==> src/rtl/frequency_analyzer_pkg.sv <==
// ---------------------------------------------------------------------------
// frequency_analyzer_pkg
//
// Purpose:
//   Definitions shared by the frequency analyzer manager and the result
//   reader that sit on the same register bank: register-access op codes,
//   the default result-register count, the reader FSM state encoding and a
//   helper that maps a result-register index onto its pixel.
//
// Contents:
//   REG_OP_NOP / REG_OP_READ / REG_OP_WRITE  register_operation codes
//   DEFAULT_NUM_REGISTERS                    result registers per burst (7)
//   PIXEL_COUNT                              pixels covered by registers 1..6
//   reader_state_e                           result reader FSM states
//   pixel_mask()                             one-hot pixel select for an index
// ---------------------------------------------------------------------------
package frequency_analyzer_pkg;

  localparam logic [1:0] REG_OP_NOP   = 2'd0;
  localparam logic [1:0] REG_OP_READ  = 2'd1;
  localparam logic [1:0] REG_OP_WRITE = 2'd2;

  // f0/f1 for three pixels plus one trailing "unknown" register.
  localparam int DEFAULT_NUM_REGISTERS = 7;
  localparam int PIXEL_COUNT           = 3;

  typedef enum logic [2:0] {
    ST_IDLE    = 3'd0,
    ST_ISSUE   = 3'd1,
    ST_WAIT    = 3'd2,
    ST_CAPTURE = 3'd3,
    ST_PRESENT = 3'd4,
    ST_DONE    = 3'd5
  } reader_state_e;

  // Registers 1/2 belong to pixel 0, 3/4 to pixel 1, 5/6 to pixel 2.
  // Anything else (including the trailing register 7) selects no pixel.
  function automatic logic [PIXEL_COUNT-1:0] pixel_mask(input logic [3:0] index);
    logic [PIXEL_COUNT-1:0] mask;
    mask = '0;
    case (index)
      4'd1, 4'd2: mask = 3'b001;
      4'd3, 4'd4: mask = 3'b010;
      4'd5, 4'd6: mask = 3'b100;
      default:    mask = 3'b000;
    endcase
    return mask;
  endfunction

endpackage

==> src/rtl/frequency_result_reader_irq_edge_detector.sv <==
// ---------------------------------------------------------------------------
// irq_edge_detector
//
// Purpose:
//   Registers a level input once per clock and reports a rising edge as
//   level_i & ~level_q. The pulse is high for exactly the cycle in which the
//   level is first seen high, so a level held high afterwards produces no
//   further pulses. Usable by both the manager and the result reader.
//
// Ports:
//   clk_i    in   1  clock
//   reset_i  in   1  synchronous active-high reset (clears the history)
//   level_i  in   1  level to watch
//   rise_o   out  1  one-cycle rising-edge pulse
// ---------------------------------------------------------------------------
module irq_edge_detector (
  input  logic clk_i,
  input  logic reset_i,
  input  logic level_i,
  output logic rise_o
);

  logic level_q;

  // History is cleared in reset, so a level already high when reset is
  // released counts as a fresh edge.
  always_ff @(posedge clk_i) begin
    if (reset_i) begin
      level_q <= 1'b0;
    end else begin
      level_q <= level_i;
    end
  end

  assign rise_o = level_i & ~level_q;

endmodule

==> src/rtl/frequency_result_reader.sv <==
// ---------------------------------------------------------------------------
// frequency_result_reader
//
// Purpose:
//   Reader-side partner of the frequency analyzer manager. A rising edge on
//   the manager's completion level starts a burst that reads result
//   registers 1..NUM_REGISTERS through the register-access port, one at a
//   time, and presents each value on a valid/ready stream. Each beat takes
//   ISSUE (1) + WAIT (READ_LATENCY-1) + CAPTURE (1) + PRESENT (>=1) cycles.
//
// Parameters:
//   NUM_REGISTERS     result registers read per burst (default 7)
//   READ_LATENCY      cycles from the issue cycle to valid read data (1..3)
//   DETECT_THRESHOLD  minimum count flagging a detection (detect build only)
//
// Ports:
//   s00_axi_aclk        in   1   clock
//   s00_axi_areset      in   1   synchronous active-high reset
//   irq                 in   1   manager completion level
//   register_operation  out  2   REG_OP_NOP or REG_OP_READ
//   register_number     out  8   register index being read (1-based)
//   register_read       in   32  read data, READ_LATENCY cycles after issue
//   result_data         out  32  captured register value
//   result_index        out  4   register number of result_data
//   result_last         out  1   high on the final beat of a burst
//   result_valid        out  1   stream valid
//   result_ready        in   1   stream ready
//   busy                out  1   burst in progress
//   done                out  1   one-cycle pulse after the final handshake
//   overrun             out  1   sticky: irq edge seen while a burst ran
//   detect              out  3   per-pixel detection flags
//
// Configuration:
//   FREQ_READER_DETECT_EN  when defined, captured values of registers 1..6
//                          are compared against DETECT_THRESHOLD and the
//                          per-pixel hits accumulate in detect. When not
//                          defined, detect is tied to zero.
// ---------------------------------------------------------------------------
module frequency_result_reader
  import frequency_analyzer_pkg::*;
#(
  parameter int NUM_REGISTERS    = DEFAULT_NUM_REGISTERS,
  parameter int READ_LATENCY     = 1,
  parameter int DETECT_THRESHOLD = 100
) (
  input  logic        s00_axi_aclk,
  input  logic        s00_axi_areset,
  input  logic        irq,
  output logic [1:0]  register_operation,
  output logic [7:0]  register_number,
  input  logic [31:0] register_read,
  output logic [31:0] result_data,
  output logic [3:0]  result_index,
  output logic        result_last,
  output logic        result_valid,
  input  logic        result_ready,
  output logic        busy,
  output logic        done,
  output logic        overrun,
  output logic [2:0]  detect
);

  localparam logic [3:0] LAST_INDEX = 4'(NUM_REGISTERS);
  localparam bit         HAS_WAIT   = (READ_LATENCY > 1);
  // WAIT runs until the counter reaches zero, so it is loaded with the
  // number of extra wait cycles minus one.
  localparam logic [1:0] WAIT_LOAD  = HAS_WAIT ? 2'(READ_LATENCY - 2) : 2'd0;

  logic          start;
  reader_state_e state_q;
  logic [3:0]    index_q;
  logic [3:0]    next_index;
  logic [1:0]    wait_cnt_q;
  logic [1:0]    op_q;
  logic [7:0]    number_q;
  logic [31:0]   data_q;
  logic [3:0]    result_index_q;
  logic          last_q;
  logic          valid_q;
  logic          busy_q;
  logic          done_q;
  logic          overrun_q;

  irq_edge_detector u_irq_edge (
    .clk_i   (s00_axi_aclk),
    .reset_i (s00_axi_areset),
    .level_i (irq),
    .rise_o  (start)
  );

  assign next_index = index_q + 4'd1;

  // Burst sequencer. All outputs are registered here: the op/number pair is
  // loaded on the transition into ISSUE so it is visible for exactly the
  // ISSUE cycle and cleared on the way out. An edge that lands while a
  // burst is running (DONE included) only marks overrun; the running burst
  // is never disturbed and no second burst is queued.
  always_ff @(posedge s00_axi_aclk) begin
    if (s00_axi_areset) begin
      state_q        <= ST_IDLE;
      index_q        <= 4'd0;
      wait_cnt_q     <= 2'd0;
      op_q           <= REG_OP_NOP;
      number_q       <= 8'd0;
      data_q         <= 32'd0;
      result_index_q <= 4'd0;
      last_q         <= 1'b0;
      valid_q        <= 1'b0;
      busy_q         <= 1'b0;
      done_q         <= 1'b0;
      overrun_q      <= 1'b0;
    end else begin
      done_q <= 1'b0;

      if (start && (state_q != ST_IDLE)) begin
        overrun_q <= 1'b1;
      end

      unique case (state_q)
        ST_IDLE: begin
          if (start) begin
            index_q  <= 4'd1;
            busy_q   <= 1'b1;
            op_q     <= REG_OP_READ;
            number_q <= 8'd1;
            state_q  <= ST_ISSUE;
          end
        end

        ST_ISSUE: begin
          op_q       <= REG_OP_NOP;
          number_q   <= 8'd0;
          wait_cnt_q <= WAIT_LOAD;
          state_q    <= HAS_WAIT ? ST_WAIT : ST_CAPTURE;
        end

        ST_WAIT: begin
          if (wait_cnt_q == 2'd0) begin
            state_q <= ST_CAPTURE;
          end else begin
            wait_cnt_q <= wait_cnt_q - 2'd1;
          end
        end

        ST_CAPTURE: begin
          data_q         <= register_read;
          result_index_q <= index_q;
          last_q         <= (index_q == LAST_INDEX);
          valid_q        <= 1'b1;
          state_q        <= ST_PRESENT;
        end

        // The beat stays frozen until accepted; the next read is only
        // issued after the handshake, so indices can neither repeat nor
        // be skipped even with ready held high.
        ST_PRESENT: begin
          if (result_ready) begin
            valid_q <= 1'b0;
            if (last_q) begin
              done_q  <= 1'b1;
              state_q <= ST_DONE;
            end else begin
              index_q  <= next_index;
              op_q     <= REG_OP_READ;
              number_q <= {4'd0, next_index};
              state_q  <= ST_ISSUE;
            end
          end
        end

        ST_DONE: begin
          busy_q  <= 1'b0;
          state_q <= ST_IDLE;
        end

        default: begin
          state_q <= ST_IDLE;
        end
      endcase
    end
  end

`ifdef FREQ_READER_DETECT_EN
  localparam logic [31:0] THRESHOLD = 32'(DETECT_THRESHOLD);

  logic [PIXEL_COUNT-1:0] detect_q;
  logic [PIXEL_COUNT-1:0] hit_mask;

  // The value being captured this cycle is register_read itself, so the
  // comparison uses it directly rather than waiting for result_data.
  assign hit_mask = (register_read >= THRESHOLD) ? pixel_mask(index_q) : '0;

  // Flags are cleared when a burst starts and accumulate one pixel hit per
  // captured beat; by the done pulse every pixel register has been seen.
  always_ff @(posedge s00_axi_aclk) begin
    if (s00_axi_areset) begin
      detect_q <= '0;
    end else if ((state_q == ST_IDLE) && start) begin
      detect_q <= '0;
    end else if (state_q == ST_CAPTURE) begin
      detect_q <= detect_q | hit_mask;
    end
  end

  assign detect = detect_q;
`else
  assign detect = 3'b000;
`endif

  assign register_operation = op_q;
  assign register_number    = number_q;
  assign result_data        = data_q;
  assign result_index       = result_index_q;
  assign result_last        = last_q;
  assign result_valid       = valid_q;
  assign busy               = busy_q;
  assign done               = done_q;
  assign overrun            = overrun_q;

endmodule

==> config.mk <==
export PLATFORM = sky130hd
export DESIGN_NAME = frequency_result_reader
export DESIGN_NICKNAME = d
export VERILOG_FILES = /design/src/rtl/frequency_analyzer_pkg.sv /design/src/rtl/frequency_result_reader_irq_edge_detector.sv /design/src/rtl/frequency_result_reader.sv
export SDC_FILE = /design/constraint.sdc
export NUM_CORES = 1
export LEC_CHECK = 0
export ABC_AREA = 1
export ABC_CLOCK_PERIOD_IN_PS = 1610
export CAP_MARGIN = 30
export CORE_ASPECT_RATIO = 0.5
export CORE_MARGIN = 10
export CORE_UTILIZATION = 39
export CTS_BUF_LIST = sky130_fd_sc_hd__clkbuf_4 sky130_fd_sc_hd__clkbuf_8
export CTS_CLUSTER_SIZE = 28
export DETAILED_ROUTE_END_ITERATION = 10
export PLACE_DENSITY = 0.82
export SLEW_MARGIN = 0
export SYNTH_ARGS = -nofsm -noshare
export SYNTH_HDL_FRONTEND = slang
export SYNTH_SLANG_ARGS = --single-unit
==> constraint.sdc <==
create_clock -name s00_axi_aclk -period 1.61 [get_ports s00_axi_aclk]
set_input_delay 0.322 -clock s00_axi_aclk [delete_from_list [all_inputs] [get_ports s00_axi_aclk]]
set_output_delay 0.322 -clock s00_axi_aclk [all_outputs]
set_load 0.02 [all_outputs]
# --- After elaboration in Yosys (flattened, before gate mapping) ---
# Index checks and enable logic that the tools add are counted.
word_totals:
  ff_bits: 61
  elab_cells: 70
  inputBits: 36
  out_inout_bits: 54
op_classes:
  addsub: 2
  n_mux: 24
  n_reduce_logical: 16
  n_bitwise: 4
  eq_ne: 11
op_table:
  columns: ["op", "count"]
  rows:
  - ["$mux W8", 3]
  - ["$pmux W8 S3", 1]
  - ["$pmux W3 S5", 1]
  - ["$mux W3", 4]
  - ["$mux W4", 3]
  - ["$ne A2 B2 Y1 const B", 5]
  - ["$mux W2", 4]
  - ["$pmux W4 S2", 1]
  - ["$reduce_and A4 Y1", 2]
  - ["$reduce_bool A2 Y1", 4]
  - ["$eq A3 B2 Y1 const B", 2]
  - ["$eq A3 B3 Y1 const B", 2]
  - ["$pmux W2 S3", 1]
  - ["$reduce_and A2 Y1", 3]
  - ["$reduce_bool A3 Y1", 2]
  - ["$add A4 B1 Y4 const B", 1]
  - ["$eq A4 B3 Y1 const B", 1]
  - ["$pmux W1 S2", 2]
  - ["$pmux W2 S2", 1]
  - ["$eq A3 B1 Y1 const B", 1]
  - ["$logic_not A3 Y1", 1]
  - ["$mux W1", 3]
  - ["$not A1 Y1", 3]
  - ["$reduce_and A3 Y1", 1]
  - ["other kinds (5)", 5]

# --- Depth between registers and ports, before layout ---
# Gate-level depths: netlist (run 1).
logic_depth:
  ltp_word: 4
  depth_mapped: 8
  depth_no_buf: 8

# --- By module ---
# A second synthesis (run 1) with hierarchy kept.
hier_totals:
  cells_unflattened: 306
  hier_area_um2: 2235.9
by_module_without_submodules:
  columns: ["module", "area_each_um2", "n_inst", "seq_area_each_um2", "cells_per_inst"]
  rows:
  - ["frequency_result_reader", 2204.6, 1, 1101.1, 302]
  - ["irq_edge_detector", 31.3, 1, 20.0, 4]

# --- Worst setup path after synthesis (run 1) ---
# OpenSTA, ideal clock, no wires.
synth_timing:
  kind: "register -> register"
  from: "reg state_q[1]"
  to: "reg index_q[1]"
  synth_period_minus_slack_ns: 1.156
  path_slack_ns: 0.454
  t_arrival_ns: 1.042
  setup_ns: 0.114
  required_time_ns: 1.496
  stages_incl_launch_ff: 7
  path_buffers: 0
  path_cell_list: "dfxtp_1 nor2_2 nand3_1 nand3_2 nand2_1 nand2_1 nor2_1"
synth_between:
  elab_chain_cells: 3
  word_cells_on_any_way: 8
  classes_between: "eq/ne: 4; mux: 1; reduce/logical: 3"
synth_lines:
  columns: ["element", "line", "rtl"]
  rows:
  - ["start: declaration", "frequency_result_reader.sv:70", "reader_state_e state_q;"]
  - ["start signal: assignment", "frequency_result_reader.sv:134", "state_q <= HAS_WAIT ? ST_WAIT : ST_CAPTURE;"]
  - ["$eq A3 B3 Y1 or $logic_not A3 Y1 (tied branches)", "frequency_result_reader.sv:119", "unique case (state_q)"]
  - ["$ne A2 B2 Y1 (no source line) or $reduce_bool A2 Y1 (tied branches)", null, null]
  - ["$reduce_and A4 Y1 (no source line)", null, null]
  - ["end signal: assignment", "frequency_result_reader.sv:163", "index_q <= next_index;"]
  - ["end: declaration", "frequency_result_reader.sv:71", "logic [3:0] index_q;"]
# Parallel ways exist; a longest one is shown, timed or not.
# A chain may end at the register's enable or synchronous reset.

# --- Final worst setup path (run 1) ---
layout_timing:
  from: "reg data_q[27] (netlist: result_data[27])"
  to: "out result_data[27]"
layout_rtl:
  columns: ["element", "line", "rtl"]
  rows:
  - ["start: declaration", "frequency_result_reader.sv:76", "logic [31:0] data_q;"]
  - ["start signal: assignment", "frequency_result_reader.sv:146", "data_q <= register_read;"]
  - ["end: declaration", "frequency_result_reader.sv:52", "output logic [31:0] result_data,"]
# No word-level cell between the ends.

==> results.sh, run 1 <==
export IMPL_finalSetupViolCount=0
export IMPL_setup_tns_ns=0
export IMPL_pin_count=90
export IMPL_power_leakage_nw=2.03
export IMPL_maxSlewViolCount=0
export IMPL_cts_tree="built"
export IMPL_synth_area_leader_cell="dfxtp_1"
export IMPL_grt_pass1_vias=1943
export IMPL_dp_cells=450
export IMPL_power_switching_mw=1.86
export IMPL_path_clk_slew_ns=0.10
export IMPL_ir_drop_mv=0.628
export IMPL_drive_above_1_share_pct=5.45
export IMPL_max_stage_delay_ns=0.63
export IMPL_layout_cells_most_common_list="94 x nor2_1, 56 x dfxtp_1, 40 x o21ai_0, 40 x clkdlybuf4s50_1, 35 x nand2_1"
export IMPL_die_h_um=73.6
export IMPL_p_per_area_nw_per_um2=1420
export IMPL_track_usage_pct=12.1
export IMPL_grt_overflow=0
export IMPL_drt_pass1_iterations=4
export IMPL_design_area_um2=3280
export IMPL_die_area_um2=9370
export IMPL_grtUsageMet3_pct=3.16
export IMPL_ys_warn_count=0
export IMPL_final_common_cell="nor2_1"
export IMPL_clock_sinks=56
export IMPL_drtAntennaViolNets=0
export IMPL_fin_crit_ns=1.58
export IMPL_clockBufferDepth=2
export IMPL_placementRows=19
export IMPL_totalWireLength_mm=5.99
export IMPL_grt_use_met2_pct=20.8
export IMPL_path_buf_inv=1
export IMPL_vias_per_cell=4.53
export IMPL_clk_latency_ns=0.31
export IMPL_gp_congestion=0.767
export IMPL_cp_max_fo=2
export IMPL_startpoint_type="register"
export IMPL_instances_no_fill=458
export IMPL_crit_type="reg2out"
export IMPL_rsz0062_at_grt="no"
export IMPL_synth_area_leaders="dfxtp_1 50%, nor2_1 16%, o21ai_0 8.9%, nand2_1 5.9%, inv_1 3.5%"
export IMPL_ys_ff_latch=56
export IMPL_p_clk_share_pct=16.8
export IMPL_core_area_um2=5520
export IMPL_antenna_found_initial=0
export IMPL_yosysSeqAreaShare_pct=50.0
export IMPL_crit_chain="clkdlybuf4s50_1"
export IMPL_initial_core_util_pct=40.7
export IMPL_grt_pass1_wl_mm=9.55
export IMPL_tightestPinTransition_ns=0.580
export IMPL_relSlewSlack_pct=61.3
export IMPL_gr_usage_met1_pct=14.7
export IMPL_combPwrFrac_pct=42.7
export IMPL_area_delta_synth_final_pct=46.4
export IMPL_cp_required_ns=1.29
export IMPL_wire_per_inst_um=13.1
export IMPL_critical_path_top_delay_family="buffers and inverters"
export IMPL_seqPwrFrac_pct=40.6
export IMPL_p_sw_share_pct=40.0
export IMPL_synth_flop_cell="dfxtp_1"
export IMPL_async_flop_share_pct=0
export IMPL_syn_area_um2=2240
export IMPL_hold_viol=0
export IMPL_power_mw=4.66
export IMPL_grt_max_degree=35
export IMPL_cp_end_kind="primary output"
export IMPL_die_w_um=127
export IMPL_cts_made_buffers=5
export IMPL_worstHoldPathType="reg2reg"
export IMPL_synth_edff_count=0
export IMPL_synth_top_area_share_pct=50.0
export IMPL_drtIter0Drc=116
export IMPL_port_buffers=81
export IMPL_finalCritPeriodShare_pct=98.3
export IMPL_syn_area_per_cell_um2=7.36
export IMPL_finalNetCount=422
export IMPL_fmax_mhz=632
export IMPL_status="finished clean"
export IMPL_n_antenna_cell=0
export IMPL_num_vias=2074
export IMPL_yosysUniqueCellTypes=22
export IMPL_cp_arrival_ns=1.26
export IMPL_cts_root_buffer="clkbuf_8"
export IMPL_cap_violations=0
export IMPL_drc=0
export IMPL_syn_inst=305
export IMPL_skew_ns=0.00765
export IMPL_p_int_mw=2.80
export IMPL_htree_num_levels=2
export IMPL_hpwlAfterDp_mm=4.41
export IMPL_top_usage_layer="met2"
export IMPL_slowest_stage="clkdlybuf4s50_1"
export IMPL_dpl_cell_area_um2=3120
==> layout make-up <==
| class | instances | area, µm² |
|---|---|---|
| sequential | 56 | 1120 |
| clock inverter | 2 | 16.3 |
| multi-input combinational | 212 | 943 |
| tap | 73 | 91.3 |
| fill | 482 | 2230 |
| timing repair buffer | 86 | 950 |
| inverter | 23 | 86.3 |
| clock buffer | 6 | 76.3 |
==> final timing paths <==
check | end | slack (ns) | depth (start not counted) | from
worst max-delay path | result_data[27] | 0.03 | 1 | result_data[27]
worst min-delay path | result_valid | 0.47 | 2 | result_valid
worst max register to register | state_q[2] | 0.18 | 6 | state_q[1]
worst min register to register | result_valid | 0.47 | 2 | result_valid
==> layer usage <==
layer | up-vias | wire (µm)
met2 | 46 | 3030
met3 | 4 | 283
met1 | 919 | 2630
met5 | - | 0
li1 | 1105 | -
met4 | 0 | 46
==> synth_stat cells, types with 2 or more instances <==
cell and count:
nor2_1 94, dfxtp_1 56, o21ai_0 40, nand2_1 35, inv_1 21, a21oi_1 10
nand3_1 10, buf_4 8, buf_2 7, clkbuf_1 5, nand3_2 3, nand4_1 3
ha_1 2, inv_2 2, nor2_4 2
==> flip-flops by register name, indices dropped and copies added, names as in the netlist <==
register / cells
register_number: 4
wait_cnt_q: 2
done: 1
u_irq_edge.level_q: 1
state_q: 3
result_data: 32
register_operation: 1
busy: 1
overrun: 1
result_last: 1
result_valid: 1
index_q: 4
result_index: 4
==> cell families after synthesis <==
| family | Yosys count | synth area share [%] |
|---|---|---|
| and+or+nand+nor | 150 | 27.8 |
| DFF | 56 | 50.0 |
| AOI/OAI and AO/OA | 52 | 11.8 |
| buffers and inverters | 44 | 9.15 |
| adders and majority gates | 2 | 1.12 |
| other | 1 | 0.167 |
==> metrics by stage <==
stage | util [%] | worst slack (ns) | hold slack, ns
2_1_floorplan | - | 0.454 | 0.429
3_5_place_dp | 56.5 | 0.0518 | 0.464
4_1_cts | 58.0 | 0.000838 | 0.478
6_report | 59.6 | 0.0273 | 0.471
3_3_place_gp | 56.5 | 0.0730 | 0.457
5_1_grt | 59.6 | 0.000238 | 0.494
==> power by group through the flow <==
stage / Combinational [mW] / Clock, mW / Sequential [mW]
after floorplan: 1.02 / 0 / 2.18
after global placement: 2.03 / 0 / 1.92
after detailed placement: 2.05 / 0 / 1.93
after CTS: 2.04 / 0.807 / 1.90
after global routing: 2.22 / 0.871 / 1.93
final: 1.99 / 0.782 / 1.89
==> repair_timing <==
| action | CTS | global route |
|---|---|---|
| pin swaps | 0 | 0 |
| setup buffers | 0 | 0 |
| endpoints found under the hold margin | 0 | 0 |
| hold buffers | 0 | 0 |
| endpoints found under the setup margin | 7 | 34 |
| resized for setup | 7 | 34 |
Power figures use the tool's default switching activity.
==> run 2: changes to the inputs <==
Settings changed: CORE_MARGIN 10 to unset.
==> run 2 against run 1 <==
Net effect:
- power is 1.3% higher
- final cell count stayed put
- design area is 0.30% lower
- via count is 3.6% higher
- critical endpoint is now result_data[23]
- clock power is 5.0% higher
- non-clock buffer count stayed put
- die area is 35% lower
- register-to-register slack hardly changed
- first-iteration DRC count is 15% lower
- worst hold slack worse by 0.0067 ns
==> results.sh, run 2 (same netlist as run 1, synthesis figures left out) <==
export IMPL_status="finished clean"
export IMPL_finalNetCount=422
export IMPL_ir_drop_mv=0.631
export IMPL_hpwlAfterDp_mm=3.73
export IMPL_rr_endpoint="state_q[2]"
export IMPL_crit_type="reg2out"
export IMPL_cts_root_buffer="clkbuf_8"
export IMPL_ff2ff_path_depth=5
export IMPL_power_leakage_nw=1.93
export IMPL_hold_depth=2
export IMPL_layout_cells_most_common_list="94 x nor2_1, 56 x dfxtp_1, 50 x clkdlybuf4s50_1"
export IMPL_reg2reg_from="state_q[2]"
export IMPL_reg2reg_setup_slack_ns=0.18
export IMPL_crit_chain="clkdlybuf4s50_1"
export IMPL_die_h_um=55.6
export IMPL_path_clk_slew_ns=0.09
export IMPL_hold_end="result_valid"
export IMPL_wire_per_inst_um=11.7
export IMPL_gp_congestion=0.791
export IMPL_core_area_um2=5520
export IMPL_hold_buffers=0
export IMPL_placementRows=19
export IMPL_vias_per_cell=4.69
export IMPL_port_buffers=81
export IMPL_regArea_um2=1120
export IMPL_drive_above_1_share_pct=5.45
export IMPL_num_vias=2149
export IMPL_slowest_stage="clkdlybuf4s50_1"
export IMPL_worstHoldPathType="reg2reg"
export IMPL_hold_start="result_valid"
export IMPL_design_area_um2=3270
export IMPL_drtAntennaViolNets=0
export IMPL_area_delta_synth_final_pct=46.0
export IMPL_drtIter0Drc=99
export IMPL_initial_core_util_pct=40.7
export IMPL_grt_pass1_vias=1963
export IMPL_finalCritPeriodShare_pct=97.5
export IMPL_critical_path_top_delay_family="buffers and inverters"
export IMPL_cts_made_buffers=5
export IMPL_cp_required_ns=1.29
export IMPL_maxSlewViolCount=0
export IMPL_cap_violations=0
export IMPL_cp_max_fo=2
export IMPL_skew_ns=0.00620
export IMPL_grt_max_degree=35
export IMPL_drt_pass1_iterations=4
export IMPL_die_area_um2=6080
export IMPL_rsz0062_at_grt="no"
export IMPL_path_buf_inv=1
export IMPL_clockBufferDepth=2
export IMPL_cp_arrival_ns=1.25
export IMPL_finalSetupViolCount=0
export IMPL_p_per_area_nw_per_um2=1440
export IMPL_die_w_um=109
export IMPL_track_usage_pct=18.4
export IMPL_dpl_cell_area_um2=3100
export IMPL_fin_crit_ns=1.57
export IMPL_htree_num_levels=2
export IMPL_hold_viol=0
export IMPL_drc=0
export IMPL_largest_reg_flops=32
export IMPL_antenna_found_initial=0
export IMPL_power_mw=4.72
export IMPL_setup_tns_ns=0
export IMPL_startpoint_type="register"
export IMPL_nFillCells=483
export IMPL_grt_pass1_wl_mm=8.85
export IMPL_max_stage_delay_ns=0.61
export IMPL_relSlewSlack_pct=61.4
export IMPL_grt_overflow=0
export IMPL_totalWireLength_mm=5.38
export IMPL_multi_input_area_um2=943
export IMPL_fmax_mhz=637
export IMPL_pin_count=90
export IMPL_clock_sinks=56
export IMPL_cp_end_kind="primary output"
export IMPL_n_antenna_cell=0
export IMPL_cts_tree="built"
export IMPL_tightestPinTransition_ns=0.578
export IMPL_final_common_cell="nor2_1"
export IMPL_clk_latency_ns=0.30
run 2: cell count changes in the layout (fill, tap and decap cells not counted):
cell / before / now
clkinv_4: 1 / 0
clkdlybuf4s50_1: 40 / 50
buf_4: 3 / 4
clkbuf_4: 1 / 2
dlygate4sd2_1: 7 / 1
clkbuf_8: 5 / 6
dlymetal6s2s_1: 34 / 30
clkinvlp_4: 1 / 0
buf_12: 2 / 1
run 2: timing repair:
| action | CTS | global route |
|---|---|---|
| pin swaps | 0 | 0 |
| resized for setup | 1 | 30 |
| setup buffers | 0 | 0 |
| setup endpoints to repair | 1 | 30 |
run 2: cell type report:
class / count / share of cell area (%)
clock buffer: 8 / 2.98
inverter: 23 / 2.64
multi-input combinational: 212 / 28.8
sequential: 56 / 34.2
tap: 73 / 2.79
timing repair buffer: 86 / 28.5
run 2: power breakdown:
| group | switching (mW) | internal [mW] |
|---|---|---|
| clock network | 0.435 | 0.386 |
| registers | 0.191 | 1.70 |
| logic | 1.21 | 0.802 |
run 2: routing by layer:
layer	wire length [µm]	up-vias	GRT usage, %
met3	216	10	4.80
met1	2450	975	23.1
met5	0	-	0
li1	-	1108	-
met4	80	0	4.19
met2	2630	56	31.8
run 2: stage by stage:
stage	setup WS, ns	util [%]	hold slack [ns]	std cells
3_5_place_dp	0.0236	56.3	0.459	450
4_1_cts	0.00902	58.0	0.472	458
5_1_grt	0.000305	59.4	0.482	458
6_report	0.0403	59.4	0.464	458
3_3_place_gp	0.0847	56.3	0.449	450
2_1_floorplan	0.454	-	0.429	312
run 2: worst max-delay path by stage:
stage / start / endpoint / cells after the start
final: result_data[23] / result_data[23] / 1
after global routing: result_data[8] / result_data[8] / 1
after CTS: overrun / overrun / 1
after detailed placement: result_ready / index_q[1] / 6
after global placement: result_ready / index_q[1] / 6
after floorplan: state_q[1] / index_q[1] / 6
